[src/rtl/vga_timing_gen.sv]
// vga_timing_gen: 640x480@60 raster timing from the 25 MHz pixel clock.
// Ports: clk, rst (sync, active-high) -> h_cnt, v_cnt, hsync, vsync,
//   valid, line_start, frame_start. `VGA_SYNC_DELAY_EN delays the
//   decoded outputs by one clock relative to h_cnt/v_cnt.
module vga_timing_gen #(
  parameter int H_ACTIVE = 640,
  parameter int H_FP     = 16,
  parameter int H_SYNC   = 96,
  parameter int H_BP     = 48,
  parameter int V_ACTIVE = 480,
  parameter int V_FP     = 10,
  parameter int V_SYNC   = 2,
  parameter int V_BP     = 33
) (
  input  logic       clk,
  input  logic       rst,
  output logic [9:0] h_cnt,
  output logic [9:0] v_cnt,
  output logic       hsync,
  output logic       vsync,
  output logic       valid,
  output logic       line_start,
  output logic       frame_start
);

  localparam int H_TOTAL = H_ACTIVE + H_FP + H_SYNC + H_BP;
  localparam int V_TOTAL = V_ACTIVE + V_FP + V_SYNC + V_BP;

  if (H_TOTAL > 1024 || V_TOTAL > 1024) begin : g_bad_total
    $error("vga_timing_gen: H_TOTAL and V_TOTAL must be <= 1024");
  end

  localparam logic [9:0] H_LAST = 10'(H_TOTAL - 1);
  localparam logic [9:0] V_LAST = 10'(V_TOTAL - 1);

  localparam logic [9:0] H_B1 = 10'(H_ACTIVE);
  localparam logic [9:0] H_B2 = 10'(H_ACTIVE + H_FP);
  localparam logic [9:0] H_B3 = 10'(H_ACTIVE + H_FP + H_SYNC);

  localparam logic [9:0] V_B1 = 10'(V_ACTIVE);
  localparam logic [9:0] V_B2 = 10'(V_ACTIVE + V_FP);
  localparam logic [9:0] V_B3 = 10'(V_ACTIVE + V_FP + V_SYNC);

  typedef enum logic [1:0] {
    P_ACTIVE,
    P_FP,
    P_SYNC,
    P_BP
  } phase_t;

  // Ranges are disjoint so an empty porch simply never matches.
  function automatic phase_t region(
    input logic [9:0] c,
    input logic [9:0] b1,
    input logic [9:0] b2,
    input logic [9:0] b3
  );
    phase_t r;
    r = P_BP;
    unique case (1'b1)
      (c < b1):             r = P_ACTIVE;
      (c >= b1 && c < b2):  r = P_FP;
      (c >= b2 && c < b3):  r = P_SYNC;
      default:              r = P_BP;
    endcase
    return r;
  endfunction

  localparam phase_t H_RST = region(H_LAST, H_B1, H_B2, H_B3);
  localparam phase_t V_RST = region(V_LAST, V_B1, V_B2, V_B3);

  phase_t     h_st, h_st_nxt;
  phase_t     v_st, v_st_nxt;
  logic [9:0] h_nxt, v_nxt;
  logic       h_wrap;

  logic hsync_d, vsync_d, valid_d, ls_d, fs_d;
  logic hsync_q, vsync_q, valid_q, ls_q, fs_q;

  always_ff @(posedge clk) begin
    if (rst) begin
      h_cnt   <= H_LAST;
      v_cnt   <= V_LAST;
      h_st    <= H_RST;
      v_st    <= V_RST;
      hsync_q <= 1'b1;
      vsync_q <= 1'b1;
      valid_q <= 1'b0;
      ls_q    <= 1'b0;
      fs_q    <= 1'b0;
    end else begin
      h_cnt   <= h_nxt;
      v_cnt   <= v_nxt;
      h_st    <= h_st_nxt;
      v_st    <= v_st_nxt;
      hsync_q <= hsync_d;
      vsync_q <= vsync_d;
      valid_q <= valid_d;
      ls_q    <= ls_d;
      fs_q    <= fs_d;
    end
  end

  // Outputs decode the values being loaded, so after the edge they
  // describe the pixel now on h_cnt/v_cnt.
  always_comb begin
    h_wrap   = (h_cnt == H_LAST);
    h_nxt    = h_cnt + 10'd1;
    v_nxt    = v_cnt;
    h_st_nxt = region(h_nxt, H_B1, H_B2, H_B3);
    v_st_nxt = v_st;
    if (h_wrap) begin
      h_nxt    = 10'd0;
      h_st_nxt = P_ACTIVE;
      v_nxt    = (v_cnt == V_LAST) ? 10'd0 : v_cnt + 10'd1;
      v_st_nxt = region(v_nxt, V_B1, V_B2, V_B3);
    end
    hsync_d = (h_st_nxt != P_SYNC);
    vsync_d = (v_st_nxt != P_SYNC);
    valid_d = (h_st_nxt == P_ACTIVE) && (v_st_nxt == P_ACTIVE);
    ls_d    = (h_nxt == 10'd0);
    fs_d    = (h_nxt == 10'd0) && (v_nxt == 10'd0);
  end

`ifdef VGA_SYNC_DELAY_EN
  logic hsync_p, vsync_p, valid_p, ls_p, fs_p;

  always_ff @(posedge clk) begin
    if (rst) begin
      hsync_p <= 1'b1;
      vsync_p <= 1'b1;
      valid_p <= 1'b0;
      ls_p    <= 1'b0;
      fs_p    <= 1'b0;
    end else begin
      hsync_p <= hsync_q;
      vsync_p <= vsync_q;
      valid_p <= valid_q;
      ls_p    <= ls_q;
      fs_p    <= fs_q;
    end
  end

  assign hsync       = hsync_p;
  assign vsync       = vsync_p;
  assign valid       = valid_p;
  assign line_start  = ls_p;
  assign frame_start = fs_p;
`else
  assign hsync       = hsync_q;
  assign vsync       = vsync_q;
  assign valid       = valid_q;
  assign line_start  = ls_q;
  assign frame_start = fs_q;
`endif

endmodule

[config.mk]
export PLATFORM = sky130hd
export DESIGN_NAME = vga_timing_gen
export DESIGN_NICKNAME = d
export VERILOG_FILES = /design/src/rtl/vga_timing_gen.sv
export SDC_FILE = /design/constraint.sdc
export NUM_CORES = 1
export LEC_CHECK = 0
export CORE_UTILIZATION = 45
export CTS_CLUSTER_DIAMETER = 50
export DETAILED_ROUTE_END_ITERATION = 8
export PLACE_DENSITY = 0.68
export RECOVER_POWER = 25
export SLEW_MARGIN = 20
export SYNTH_ARGS = -nofsm -noshare
export SYNTH_HDL_FRONTEND = slang
export SYNTH_SLANG_ARGS = --single-unit
[constraint.sdc]
create_clock -name clk -period 3.15 [get_ports clk]
set_input_delay 0.315 -clock clk [delete_from_list [all_inputs] [get_ports clk]]
set_output_delay 0.315 -clock clk [all_outputs]
set_load 0.005 [all_outputs]
==> impl_metrics.ini <==
[cells_and_area]
drive_gt1_share_pct = 5.983
nets = 241
area_growth_pct = 15.44
finish.utilization_pct = 54.88
diodes = 0

[timing]
fin_setup_tns_ns = 0
slew_viol_final = 0
min_period_over_period_pct = 82.63
setup-violations-final = 0
fmax_mhz = 384.2
fin_worst_skew_ns = 0.001522
fin_crit_ns = 2.603
rsz0062_at_grt = false
slew_headroom_pct = 64.01
worst_pin_slew_ns = 0.5391
hold_viol_final = 0

[setup_path]
crit_chain = ha_1 -> and4_1 -> and4_4 -> mux2_4 -> a311o_1 -> or3_1
critPathArrivalTime_ns = 2.75
critPathKind = register to register
critPathMaxFanout = 16
critPathCaptureType = register
crit_slowest_cell = dfxtp_1
cp.required_ns = 3.30
start_kind = register
slowest_delay_ns = 0.44

[placed_design]
port_buffers = 26
post-dp-hpwl_um = 2884
gp_congestion = 0.9012

[global_route]
grt_max_degree = 24
grt_remaining_overflow = 0
grt_use_met1_pct = 31.32
grt_use_met2_pct = 28.82
grt_antenna_before_repair = 0
grt_pass1_vias = 1450
grt_usage_pct = 20.79
grt_pass1_wl_um = 6886
top_usage_layer = met1
use_met3_pct = 5.106

[detailed_routing]
wl_um = 3954
ant_nets = 0
via_per_inst = 5.791
drt_iter0_drc = 85
drc_errors = 0
wl_per_cell_um = 14.02
drtPass1Iterations = 5
routed-via-count = 1633

[logic_synthesis]
synthSimpleGateAreaFrac_pct = 31.02
yosys_warnings = 0
yosys-mux-area-fraction_pct = 0.8499
ys_ff_latch = 27
seq_area_frac_synth_pct = 30.59
synth_edf_count = 0
yosys.area.top_type_share_pct = 30.59
avgSynthCellArea_sq_um = 7.994
ys_async_sr_fraction_pct = 0
synth_top_family_by_area = simple AND/OR/NAND/NOR gates
synthAdderAreaFrac_pct = 2.833
ys_types = 58
postSynthCellCount = 221
yosysTopAreaCell = dfxtp_1
syn_nets = 227
synthXorXnorAreaFrac_pct = 3.966
synth_compound_area_share_pct = 23.09
mappedNetlistArea_sq_um = 1767
synth_area_leaders = dfxtp_1, nand3_1, nand2_1
synth_flop_cell = dfxtp_1

[clock_network]
cts_tree = yes
htreeDepth = 1
clk_path_buf_depth = 2
cts_resized = 0
clock_latency_ns = 0.26
postCtsSetupBuffers = 0
cts_sinks = 27
cts-root-buf = clkbuf_8
clk_pin_slew_worst_paths_ns = 0.08
hold_buffers = 0
cts_made_buffers = 3

[floorplanning]
io_pins = 27
fp.dieW_um = 64.66
fp.dieH_um = 64.66
std_cell_rows = 22
core_sq_um = 3716
dieArea_sq_um = 4180
initial_core_util_pct = 47.54

[power_and_ir_drop]
p_leak_nw = 0.7390
ir_drop_uv = 454.4
power_density_nw_per_um2 = 728.9

[min_path]
hold_class = register to register

[run_status]
status = completed

[flow_run]
drv_cap = 0
[through the flow]
step / setup WS, ns / power (mW) / hold WS [ns] / cell area, sq um / cells
floorplan: 0.7938 / 1.101 / 0.3995 / 1767 / 221
global placement: 0.6902 / 1.309 / 0.5075 / 1997 / 278
detailed placement: 0.6593 / 1.310 / 0.5168 / 1997 / 278
CTS: 0.6311 / 1.504 / 0.5388 / 2042 / 282
global route: 0.3804 / 1.617 / 0.5599 / 2039 / 282
finish: 0.5472 / 1.487 / 0.5279 / 2039 / 282
[worst max-delay path: cells and delay by family, from the launching register on]
| kind | cells | cell delay, ns |
|---|---|---|
| AOI/OAI and AO/OA | 1 | 0.35 |
| adders and majority gates | 1 | 0.25 |
| DFF | 1 | 0.44 |
| and+or+nand+nor | 3 | 1.13 |
| muxes | 1 | 0.32 |
[final timing paths]
path,startpoint,endpoint,slack (ns),cells past startpoint
worst max-delay path,h_cnt[0],vsync,0.55,6
worst min-delay path,v_st[1],v_st[1],0.53,2
worst max register to register,h_cnt[0],vsync,0.55,6
worst min register to register,v_st[1],v_st[1],0.53,2
[sequential cells by signal, summed over array words and instances (netlist names)]
register	flops
h_cnt	10
v_cnt	10
v_st	2
frame_start	1
hsync	1
line_start	1
valid	1
vsync	1
[where the power goes]
group          internal (mW)  total [mW]  switching [mW]
Clock                 0.0904       0.188          0.0974
Sequential             0.416       0.538           0.123
Combinational          0.382       0.761           0.379
[placed cells by master, fill, tap and decap left out, types with 4 or more instances in the layout]
cell type / count
dfxtp_1: 27
nand2_1: 20
nor2_1: 18
clkdlybuf4s50_1: 18
nand3_1: 17
o21ai_0: 12
a21oi_1: 10
nor3_1: 8
dlygate4sd3_1: 8
xnor2_1: 7
nand2b_1: 5
a21o_1: 5
inv_1: 4
or3_1: 4
o21bai_1: 4
and3_1: 4
ha_1: 4
buf_4: 4
[cells in the mapped netlist, drive strengths merged, types with 2 or more instances]
library cell,count
nand3b,2
and4,4
o31ai,2
and3b,3
nand2,20
nand2b,5
a311o,2
inv,4
a21oi,10
buf,11
and3,4
nor2,18
nand4,3
and2,3
clkbuf,10
nor3b,2
nand3,17
or3,4
nor3,8
dfxtp,27
o21bai,4
xnor2,7
o21ai,12
or2,2
a21o,5
ha,4
o311ai,2
[final cells by class]
cell class / count / area, sq um
tap: 48 / 60.06
inverter: 4 / 15.01
clock buffer: 4 / 45.04
fill: 367 / 1677
sequential: 27 / 540.5
multi-input combinational: 169 / 1089
timing repair buffer: 30 / 290.3
[per-layer routing]
layer	part of all wire (%)	routed length [um]	vias up
li1	-	-	833
met1	51	2010	738
met3	6.3	248	4
met5	0	0	-
met2	42	1649	58
met4	1.2	46	0
[cells by family after synthesis]
family / count (synthesis)
AND/OR/NAND/NOR: 100
flip-flops: 27
AO/OA/AOI/OAI: 56
multiplexers: 1
XOR/XNOR: 8
buffers and inverters: 25
adder cells (fa/ha/maj): 4
Note: power is estimated with default switching activity, not from simulation.
